`src/rtl/fir_pkg.sv`:
```
// Types and defaults shared by the FIR delay line (shiftReg) and the frame serializer.
package fir_pkg;
    localparam int FIR_DATA_WIDTH = 16;
    localparam int FIR_NUM_REGS   = 8;

    typedef logic [FIR_DATA_WIDTH-1:0] sample_t;
    typedef sample_t frame_t [0:FIR_NUM_REGS-1];

    typedef enum logic {
        IDLE  = 1'b0,
        SHIFT = 1'b1
    } ser_state_t;
endpackage

```
`src/rtl/piso_serializer_frame_buf.sv`:
```
// Frame buffer: loads all entries in one cycle, reads one entry by index.
module frame_buf #(
    parameter int DATA_WIDTH = 16,
    parameter int NUM_REGS   = 8,
    parameter int IDX_W      = $clog2(NUM_REGS)
) (
    input  logic                  clk,
    input  logic                  rst,
    input  logic                  load,
    input  logic [DATA_WIDTH-1:0] din [0:NUM_REGS-1],
    input  logic [IDX_W-1:0]      rd_idx,
    output logic [DATA_WIDTH-1:0] rd_data
);
    logic [DATA_WIDTH-1:0] mem_q [0:NUM_REGS-1];
    logic [DATA_WIDTH-1:0] mem_d [0:NUM_REGS-1];

    always_comb begin
        mem_d = mem_q;
        if (load) begin
            mem_d = din;
        end
    end

    always_ff @(posedge clk or negedge rst) begin
        if (!rst) begin
            for (int i = 0; i < NUM_REGS; i++) begin
                mem_q[i] <= '0;
            end
        end else begin
            mem_q <= mem_d;
        end
    end

    assign rd_data = mem_q[rd_idx];
endmodule

```
`src/rtl/piso_serializer.sv`:
```
// Parallel-in/serial-out frame serializer, oldest sample (highest index) first.
module piso_serializer
    import fir_pkg::*;
#(
    parameter int DATA_WIDTH = FIR_DATA_WIDTH,
    parameter int NUM_REGS   = FIR_NUM_REGS
) (
    input  logic                  clk,
    input  logic                  rst,
    input  logic                  pValid,
    output logic                  pReady,
    input  logic [DATA_WIDTH-1:0] pDataIn [0:NUM_REGS-1],
    output logic                  sValid,
    input  logic                  sReady,
    output logic [DATA_WIDTH-1:0] sDataOut,
    output logic                  sLast,
    output logic                  busy
);
    localparam int IDX_W = $clog2(NUM_REGS);
    localparam logic [IDX_W-1:0] LAST_IDX = IDX_W'(NUM_REGS - 1);

    ser_state_t            state_q, state_d;
    logic [IDX_W-1:0]      idx_q, idx_d;
    logic                  s_valid_q, s_valid_d;
    logic                  s_last_q, s_last_d;
    logic [DATA_WIDTH-1:0] s_data_q, s_data_d;
    logic [DATA_WIDTH-1:0] rd_data;
    logic [IDX_W-1:0]      rd_idx;
    logic                  load;
    logic                  hs;

    // Finishing a frame frees the buffer in the same cycle, so the next frame lands without a bubble.
    assign pReady = rst && ((state_q == IDLE) || (s_valid_q && sReady && s_last_q));
    assign load   = pValid && pReady;
    assign hs     = s_valid_q && sReady;
    assign rd_idx = idx_q - IDX_W'(1);

    frame_buf #(
        .DATA_WIDTH (DATA_WIDTH),
        .NUM_REGS   (NUM_REGS),
        .IDX_W      (IDX_W)
    ) u_frame_buf (
        .clk     (clk),
        .rst     (rst),
        .load    (load),
        .din     (pDataIn),
        .rd_idx  (rd_idx),
        .rd_data (rd_data)
    );

    always_comb begin
        state_d   = state_q;
        idx_d     = idx_q;
        s_valid_d = s_valid_q;
        s_last_d  = s_last_q;
        s_data_d  = s_data_q;
        if (load) begin
            state_d   = SHIFT;
            idx_d     = LAST_IDX;
            s_valid_d = 1'b1;
            s_last_d  = 1'b0;
            s_data_d  = pDataIn[NUM_REGS-1];
        end else if (state_q == SHIFT && hs) begin
            if (idx_q == '0) begin
                state_d   = IDLE;
                s_valid_d = 1'b0;
                s_last_d  = 1'b0;
            end else begin
                idx_d    = rd_idx;
                s_data_d = rd_data;
                s_last_d = (rd_idx == '0);
            end
        end
    end

    always_ff @(posedge clk or negedge rst) begin
        if (!rst) begin
            state_q   <= IDLE;
            idx_q     <= '0;
            s_valid_q <= 1'b0;
            s_last_q  <= 1'b0;
            s_data_q  <= '0;
        end else begin
            state_q   <= state_d;
            idx_q     <= idx_d;
            s_valid_q <= s_valid_d;
            s_last_q  <= s_last_d;
            s_data_q  <= s_data_d;
        end
    end

    assign sValid   = s_valid_q;
    assign sLast    = s_last_q;
    assign sDataOut = s_data_q;
    assign busy     = (state_q == SHIFT);
endmodule
```
`config.mk`:
```
export PLATFORM = sky130hd
export DESIGN_NAME = piso_serializer
export DESIGN_NICKNAME = d
export VERILOG_FILES = /design/src/rtl/fir_pkg.sv /design/src/rtl/piso_serializer_frame_buf.sv /design/src/rtl/piso_serializer.sv
export SDC_FILE = /design/constraint.sdc
export NUM_CORES = 1
export LEC_CHECK = 0
export ABC_AREA = 0
export BUFFER_PORTS_ARGS = -buffer_cell sky130_fd_sc_hd__buf_4
export CORE_MARGIN = 3
export CORE_UTILIZATION = 40
export CTS_CLUSTER_DIAMETER = 30
export DETAILED_ROUTE_END_ITERATION = 10
export PLACE_DENSITY_LB_ADDON = 0.1
export RECOVER_POWER = 25
export SYNTH_ARGS = -nofsm -noshare
export SYNTH_HDL_FRONTEND = slang
export SYNTH_SLANG_ARGS = --single-unit
```
`constraint.sdc`:
```
create_clock -name clk -period 2.4 [get_ports clk]
set_input_delay 0 -clock clk [delete_from_list [all_inputs] [get_ports clk]]
set_output_delay 0 -clock clk [all_outputs]
set_load 0.005 [all_outputs]
```
==> results_dict.tcl, run 1 <==
set metrics [dict create \
    drv_cap 1 \
    p_leak_nw 5.26 \
    mostFrequentLayoutCells "nand2_1 (388), dfrtp_1 (149), buf_4 (148)" \
    endpoint_kind "register" \
    crit_buf_inv 2 \
    syn-num-nets 926 \
    combinationalPowerShare_pct 45.2 \
    cts_root_buf "clkbuf_16" \
    hold_depth 4 \
    rr_startpoint "idx_q[0]$_DFFE_PN0P_" \
    crit_type "reg -> reg" \
    synth_top_area_share_pct 53.3 \
    first_global_vias 6483 \
    area_delta_synth_final_pct 45.7 \
    syn_inst 791 \
    dieArea_um2 19100 \
    ant_nets 0 \
    die_y_um 138 \
    slowest_stage "xnor2_2" \
    synth_area_leaders "dfrtp_1 (53%), nand2_1 (21%), mux2i_1 (9.2%)" \
    min_period_ps 2220 \
    timing.final.crit_share_pct 92.5 \
    cp.arrival_ps 2500 \
    viasPerCell 4.94 \
    status "finished, violations left" \
    fillers 1472 \
    cp_top_family "XOR/XNOR gates" \
    final_common_cell "nand2_1" \
    slew_violations 150 \
    grt_setup_unrepaired "false" \
    drive_gt1_share_pct 18.7 \
    track_usage_pct 22.2 \
    hpwl_mm 14.4 \
    ys_ff_latch 149 \
    p_int_mw 8.07 \
    cp_cell_sequence "inv_1 -> ha_1 -> xnor2_2 -> buf_4 -> nand3_1 -> nand4_1 -> o211ai_1" \
    yosysSeqAreaShare_pct 53.3 \
    drcViolationCount 0 \
    setup_viol 0 \
    reg2reg_depth 7 \
    start_kind "register" \
    fin_setup_tns_ps 0 \
    layout_setup_ws_ps 180 \
    clock_power_share_pct 21.2 \
    clock-sinks 149 \
    n_antenna_cell 0 \
    finalHoldViolations 0 \
    cellPowerDensity_nw_per_um2 1300 \
    synth_area_um2 6990 \
    worstSkewPairLatency_ps 420 \
    grt_max_degree 150 \
    worstHoldStart "pDataIn[58]" \
    worst_slew_pin_slew_ps 1920 \
    fmax_ghz 0.450 \
    switching_share_pct 39.0 \
    ff_latch_area_um2 3730 \
    cp.required_ps 2680 \
    drt_first_pass_iters 4 \
    port-buffer-count 151 \
    slew_headroom_pct -28.3 \
    antenna_found_initial 0 \
    min_path_type "in -> reg" \
    overflow 0 \
    grt_pass1_wl_mm 33.9 \
    vias 6364 \
    wl_per_cell_um 16.4 \
    die_w_um 138 \
    r2r_end "sDataOut[9]$_DFFE_PN0P_" \
    clock_skew_ps 12.9 \
    gp_congestion 0.841 \
    critPathMaxFanout 21 \
    core_um2 16800 \
    initialDrtViolationCount 509 \
    path_clk_slew_ps 60 \
    cpPeakStageDelay_ps 700 \
    post-place-ws_ps 223 \
    wl_mm 21.1 \
    yosys_warnings 0 \
    cts_tree "done" \
    violations "max-capacitance violations, max-slew violations" \
    multi_input_area_um2 2930 \
    io_pins 152 \
    syn_avg_cell_area_um2 8.84 \
    start_util_pct 41.6 \
    p_seq_share_pct 33.5 \
    cts_resized 0 \
    fin_nets 1190 \
    synthDistinctLibCells 28 \
    clk_path_buf_depth 2 \
    rows 47 \
    cts_inserted_buffers 17 \
    power_switching_mw 5.15 \
    ctsHtreeMaxLevel 4 \
    ff2ff_setup_slack_ps 180 \
    ir_worst_vdd_mv 0.660 \
    hold_end "u_frame_buf.mem_q[58]$_DFFE_PN0P_" \
    yosys.area.top_type "dfrtp_1" \
]
[state kept, by name (all words and copies together), names as in the netlist]
register / cells
idx_q: 3
sDataOut: 16
sLast: 1
sValid: 1
u_frame_buf.mem_q: 128
[tightest hold or removal path, cell delays in order]
cell and delay [ps]:
dlygate4sd3_1 520, buf_4 90, nand2_1 40, nand2_1 40
[timing repair]
| action | CTS | global route |
|---|---|---|
| hold endpoints to repair | 296 | 0 |
| setup endpoints to repair | 0 | 0 |
| buffers inserted | 0 | 0 |
| hold buffers | 132 | 0 |
[cells in the mapped netlist, drive strengths merged]
cell type  count
nand2b         1
and2b          1
nand2        389
a32oi          1
mux2i         64
buf           43
nor3           1
nand3         83
nor2           1
xor2           1
nand4         16
inv            3
a21bo          1
clkbuf        11
and2           1
ha             3
o21ai          1
o211ai        17
a211o          1
xnor2          2
and3           1
dfrtp        149
[logic make-up after synthesis]
logic type | Yosys count | synth area share, %
AOI/OAI and AO/OA | 21 | 2.29
muxes | 64 | 9.16
buffers and inverters | 57 | 5.47
and+or+nand+nor | 494 | 28.9
adders and majority gates | 3 | 0.537
DFF | 149 | 53.3
xor gates and xnor gates | 3 | 0.376
[cell type report]
class,instances,area share (%)
clock inverter,9,1.47
sequential,149,36.6
tap,220,2.70
multi-input combinational,585,28.7
timing repair buffer,299,25.7
inverter,3,0.110
clock buffer,22,4.65
[worst max path at each step]
stage                         start                       end  slack [ps]  depth (start not counted)
3_5_place_dp   idx_q[0]$_DFFE_PN0P_   sDataOut[9]$_DFFE_PN0P_         220                          7
6_report       idx_q[0]$_DFFE_PN0P_   sDataOut[9]$_DFFE_PN0P_         180                          7
3_3_place_gp   idx_q[0]$_DFFE_PN0P_  sDataOut[10]$_DFFE_PN0P_         290                          7
4_1_cts        idx_q[0]$_DFFE_PN0P_   sDataOut[9]$_DFFE_PN0P_         200                          7
5_1_grt        idx_q[1]$_DFFE_PN0P_   sDataOut[8]$_DFFE_PN0P_          10                          7
2_1_floorplan  idx_q[0]$_DFFE_PN0P_  sDataOut[11]$_DFFE_PN0P_         240                         10
[through the flow]
stage	hold WS, ps	power [mW]	instance area (um2)	instances	util, %
after global routing	304	14.2	10200	1287	60.6
after CTS	290	13.3	10200	1287	60.8
final	305	13.2	10200	1287	60.6
after global placement	191	10.2	8280	1124	49.2
after floorplan	-296	8.22	6990	791	-
after detailed placement	194	10.3	8280	1124	49.2
[power by group through the flow]
| stage | registers [mW] | logic, mW | clock network, mW |
|---|---|---|---|
| detailed placement | 4.47 | 5.83 | 0 |
| global placement | 4.45 | 5.74 | 0 |
| global route | 4.55 | 6.61 | 3.00 |
| CTS | 4.43 | 6.05 | 2.87 |
| finish | 4.43 | 5.98 | 2.81 |
| floorplan | 4.22 | 4.00 | 0 |
[metal layers]
metal  vias to the layer above  part of all wire, %  track usage [%]
li1                       3094                    -                -
met1                      3053                   44             29.5
met2                       186                   49             36.0
met3                        31                  5.4             5.94
met4                         0                  2.2             6.50
met5                         -                    0                0
Power figures use the tool's default switching activity.
==> run 2, diff against run 1 <==
Settings changed: CORE_MARGIN 3 to 1.5.
==> run 2 against run 1 <==
The run now ends clean. Highest routed layer is now met5. Largest cell class unchanged. Power decreased by 1.2%. Die area decreased by 4.3%. Flip-flop and latch count unchanged. Non-clock buffer count decreased by 5. Combinational power decreased by 3.8%. Final area decreased by 0.38%. Final cell count about the same. Via count decreased by 0.31%. Sequential power increased by 4%. Critical path depth unchanged.
==> results_dict.tcl, run 2 (synthesized netlist as in run 1, its figures left out) <==
set metrics [dict create \
    rows 48 \
    ant_nets 0 \
    fmax_ghz 0.494 \
    grt_setup_unrepaired "false" \
    status "complete, no violations" \
    cpPeakStageDelay_ps 530 \
    cellPowerDensity_nw_per_um2 1290 \
    cts_inserted_buffers 17 \
    mostFrequentLayoutCells "nand2_1 (388), dfrtp_1 (149), buf_4 (138)" \
    slew_violations 0 \
    worst_slew_pin_slew_ps 653 \
    die_y_um 135 \
    gp_congestion 0.907 \
    fin_nets 1185 \
    postLayoutCoreUtil_pct 59.1 \
    clk_path_buf_depth 2 \
    overflow 0 \
    met3_length_mm 1.36 \
    min_period_ps 2020 \
    crit_buf_inv 2 \
    track_usage_pct 24.5 \
    cp_cell_sequence "inv_1 -> ha_4 -> buf_12 -> mux2i_1 -> nand3_1 -> nand4_1 -> o211ai_1" \
    cts_setup_buffers 0 \
    die_w_um 135 \
    antenna_found_initial 1 \
    ctsHtreeMaxLevel 4 \
    clock_skew_ps 7.24 \
    largest_reg_flops 128 \
    ir_worst_vdd_mv 1.02 \
    cp.required_ps 2680 \
    regMostFlops "u_frame_buf.mem_q" \
    cts_tree "done" \
    endpoint_kind "register" \
    grt_max_degree 119 \
    drt_first_pass_iters 6 \
    cp.arrival_ps 2310 \
    min_path_type "in -> async" \
    drv_cap 0 \
    clock-sinks 149 \
    vias 6344 \
    final_common_cell "nand2_1" \
    drive_gt1_share_pct 18.6 \
    setup_viol 0 \
    hpwl_mm 14.9 \
    initialDrtViolationCount 458 \
    wl_met2_mm 9.96 \
    port-buffer-count 151 \
    worstSkewPairLatency_ps 420 \
    core_um2 17200 \
    finalHoldViolations 0 \
    timing.final.crit_share_pct 84.3 \
    start_util_pct 40.7 \
    drcViolationCount 0 \
    fin_setup_tns_ps 0 \
    power_mw 13.1 \
    p_leak_nw 5.22 \
    cp_top_family "adder cells" \
    fillers 1529 \
    met1_length_mm 9.80 \
    wl_mm 21.4 \
    area_delta_synth_final_pct 45.2 \
    path_clk_slew_ps 60 \
    critPathMaxFanout 27 \
    viasPerCell 4.93 \
    crit_type "reg -> reg" \
    start_kind "register" \
    grt_pass1_wl_mm 34.0 \
    io_pins 152 \
    wl_per_cell_um 16.6 \
    n_antenna_cell 0 \
    placed_area_um2 8260 \
    first_global_vias 6280 \
    slew_headroom_pct 56.5 \
    highest_layer "met5" \
    dieArea_um2 18300 \
    cts_root_buf "clkbuf_16" \
    slowest_stage "ha_4" \
    final_area_um2 10200 \
    fin_hold_ws_ps 30.7 \
]
[run 2: final cells by class]
class                           instances  area, um2  share of cell area, %
Clock buffer                           18        429                   4.23
Clock inverter                         14        178                   1.75
Inverter                                3       11.3                  0.111
Multi-Input combinational cell        585       2930                   28.8
Sequential cell                       149       3730                   36.7
Tap cell                              225        282                   2.77
Timing Repair Buffer                  294       2600                   25.6
[run 2: routing by layer]
layer,global-route usage (%),vias up
li1,-,3098
met5,0,-
met2,37.9,211
met3,5.05,20
met4,6.45,2
met1,35.1,3013
[run 2: what timing repair did]
action	4_1_cts	5_1_grt
hold endpoints to repair	189	0
resized for setup	0	0
hold buffers	130	0
[run 2: path summary, 6_finish.rpt]
path	from	to	slack [ps]	cells after the start
max in group asynchronous	rst	sDataOut[0]$_DFFE_PN0P_	1430	3
worst min-delay path	rst	u_frame_buf.mem_q[28]$_DFFE_PN0P_	30	2
worst max register to register	idx_q[0]$_DFFE_PN0P_	sDataOut[0]$_DFFE_PN0P_	380	7
worst max-delay path	idx_q[0]$_DFFE_PN0P_	sDataOut[0]$_DFFE_PN0P_	380	7
worst min register to register	u_frame_buf.mem_q[80]$_DFFE_PN0P_	u_frame_buf.mem_q[80]$_DFFE_PN0P_	470	2
min in group clk	pValid	idx_q[0]$_DFFE_PN0P_	70	3
[run 2: through the flow]
stage,worst slack [ps],std cells
finish,376,1288
global route,268,1288
CTS,339,1288
detailed placement,372,1126
global placement,427,1126
floorplan,242,791
[run 2: power breakdown]
part	switching, mW	total [mW]	internal [mW]
Clock	1.07	2.71	1.64
Sequential	0.899	4.61	3.71
Combinational	3.25	5.75	2.50
==> run 3, diff against run 2 <==
Clock period 2.4 ns to 2.1 ns, I/O delays scaled along.
==> run 3 against run 2 <==
Clock power grew 22%. Combinational power grew 24%. Worst setup slack lost 200 ps. Largest cell class unchanged. Utilization grew 0.92 points. Register-to-register slack lost 200 ps. Global-route usage grew 0.60 points. Maximum frequency grew 5.2%. Final cell count grew 0.78%. Clock-buffer cell count grew 2.
==> results_dict.tcl, run 3 (synthesized netlist as in run 1, its figures left out) <==
set metrics [dict create \
    port-buffer-count 151 \
    p_leak_nw 5.33 \
    grt_pass1_wl_mm 34.7 \
    ant_nets 0 \
    drt_first_pass_iters 5 \
    worstSkewPairLatency_ps 420 \
    start_util_pct 40.7 \
    rr_startpoint "idx_q[0]$_DFFE_PN0P_" \
    cp.depth 7 \
    die_y_um 135 \
    die_w_um 135 \
    cp_top_family "multiplexers" \
    ff_latch_area_um2 3730 \
    ir_worst_vdd_mv 0.851 \
    timing.final.crit_share_pct 91.6 \
    gp_congestion 0.880 \
    drcViolationCount 0 \
    r2r_end "sDataOut[12]$_DFFE_PN0P_" \
    drive_gt1_share_pct 19.6 \
    cellPowerDensity_nw_per_um2 1520 \
    crit_type "reg -> reg" \
    slowest_stage "mux2i_1" \
    dieArea_um2 18300 \
    fin_hold_ws_ps 174 \
    endpoint_kind "register" \
    track_usage_pct 25.1 \
    critPathLaunch "idx_q[0]$_DFFE_PN0P_" \
    slew_violations 0 \
    setup_viol 0 \
    cpPeakStageDelay_ps 360 \
    largest_reg_flops 128 \
    fin_setup_tns_ps 0 \
    fillers 1510 \
    cp.required_ps 2380 \
    first_global_vias 6424 \
    ctsHtreeMaxLevel 4 \
    cp_cell_sequence "inv_1 -> ha_4 -> buf_4 -> mux2i_1 -> nand3_1 -> nand4_1 -> o211ai_1" \
    wl_per_cell_um 17.1 \
    clock_skew_ps 7.05 \
    min_path_type "in -> reg" \
    wl_mm 22.2 \
    endpoint "sDataOut[12]$_DFFE_PN0P_" \
    mostFrequentLayoutCells "nand2_1 (388), buf_4 (163), dfrtp_1 (149)" \
    clk_path_buf_depth 2 \
    crit_buf_inv 2 \
    drv_cap 0 \
    status "complete, no violations" \
    multi_input_area_um2 2930 \
    rows 48 \
    core_um2 17200 \
    critPathMaxFanout 9 \
    n_antenna_cell 0 \
    hpwl_mm 15.0 \
    regMostFlops "u_frame_buf.mem_q" \
    viasPerCell 5.02 \
    cp.arrival_ps 2210 \
    fin_nets 1197 \
    io_pins 152 \
    ff2ff_setup_slack_ps 180 \
    worst_slew_pin_slew_ps 1300 \
    fmax_ghz 0.520 \
    initialDrtViolationCount 461 \
    clock-sinks 149 \
    grt_max_degree 139 \
    vias 6513 \
    cts_inserted_buffers 17 \
    antenna_found_initial 0 \
    area_delta_synth_final_pct 47.4 \
    slew_headroom_pct 13.3 \
    overflow 0 \
    start_kind "register" \
    cts_root_buf "clkbuf_16" \
    finalHoldViolations 0 \
    path_clk_slew_ps 60 \
    cts_tree "done" \
    grt_setup_unrepaired "false" \
    reg2reg_depth 7 \
    final_common_cell "nand2_1" \
    min_period_ps 1920 \
]
-- run 3: cell types whose count changed in the layout (fill, tap and decap cells not counted), moves of 3 or more --
cell,previous run,this run
clkinvlp_4,4,0
clkbuf_4,15,1
clkinv_4,4,1
clkinv_2,1,4
buf_4,138,163
-- run 3: worst reg2reg max path, delay by kind of cell, from the launching register on --
kind	cells	cell delay, ps
AO/OA/AOI/OAI	1	90
adder cells (fa/ha/maj)	1	350
multiplexers	1	360
buffers and inverters	2	340
flip-flops	1	350
AND/OR/NAND/NOR	2	290
-- run 3: what timing repair did --
| action | in CTS | in global routing |
|---|---|---|
| buffers inserted | 0 | 6 |
| pin swaps | 0 | 1 |
| endpoints found under the hold margin | 296 | 0 |
| hold buffers | 131 | 0 |
| endpoints found under the setup margin | 1 | 2 |
| resized for setup | 1 | 0 |
-- run 3: area by class of cell --
type	instances	share of cell area, %
clock buffer	20	4.43
tap	225	2.73
inverter	3	0.109
multi-input combinational	585	28.4
sequential	149	36.2
clock inverter	10	1.74
timing repair buffer	306	26.4
-- run 3: how the worst min path moves through the flow --
| stage | start | to | slack (ps) | depth (start not counted) |
|---|---|---|---|---|
| after floorplan | rst | idx_q[0]$_DFFE_PN0P_ | -300 | 0 |
| after global placement | rst | u_frame_buf.mem_q[59]$_DFFE_PN0P_ | -170 | 1 |
| after detailed placement | rst | u_frame_buf.mem_q[59]$_DFFE_PN0P_ | -160 | 1 |
| after CTS | pValid | u_frame_buf.mem_q[61]$_DFFE_PN0P_ | 180 | 4 |
| after global routing | pValid | u_frame_buf.mem_q[6]$_DFFE_PN0P_ | 230 | 4 |
| final | pValid | u_frame_buf.mem_q[61]$_DFFE_PN0P_ | 170 | 4 |
-- run 3: per-layer routing --
metal  wire length (um)  track usage, %  up-vias
met1              10300            35.6     3122
met5                  0               0        -
met4                385            7.35        0
li1                   -               -     3111
met2              10100            38.6      254
met3               1480            5.72       26
-- run 3: where the power goes --
group / leakage [nW] / switching, mW / total [mW] / internal [mW]
combinational: 3.16 / 3.91 / 7.12 / 3.21
sequential: 1.85 / 1.02 / 5.26 / 4.24
clock: 0.315 / 1.16 / 3.31 / 2.15
-- run 3: metrics by stage --
| step | utilization, % | setup slack [ps] | instance area (um2) | total power [mW] | std cells |
|---|---|---|---|---|---|
| 5_1_grt | 60.0 | 146 | 10300 | 16.6 | 1298 |
| 4_1_cts | 59.9 | 21.6 | 10300 | 15.5 | 1292 |
| 3_5_place_dp | 48.5 | 14.1 | 8330 | 12.0 | 1131 |
| 2_1_floorplan | - | 6.17 | 7000 | 9.41 | 791 |
| 6_report | 60.0 | 176 | 10300 | 15.7 | 1298 |
| 3_3_place_gp | 48.5 | 48.8 | 8330 | 11.8 | 1131 |
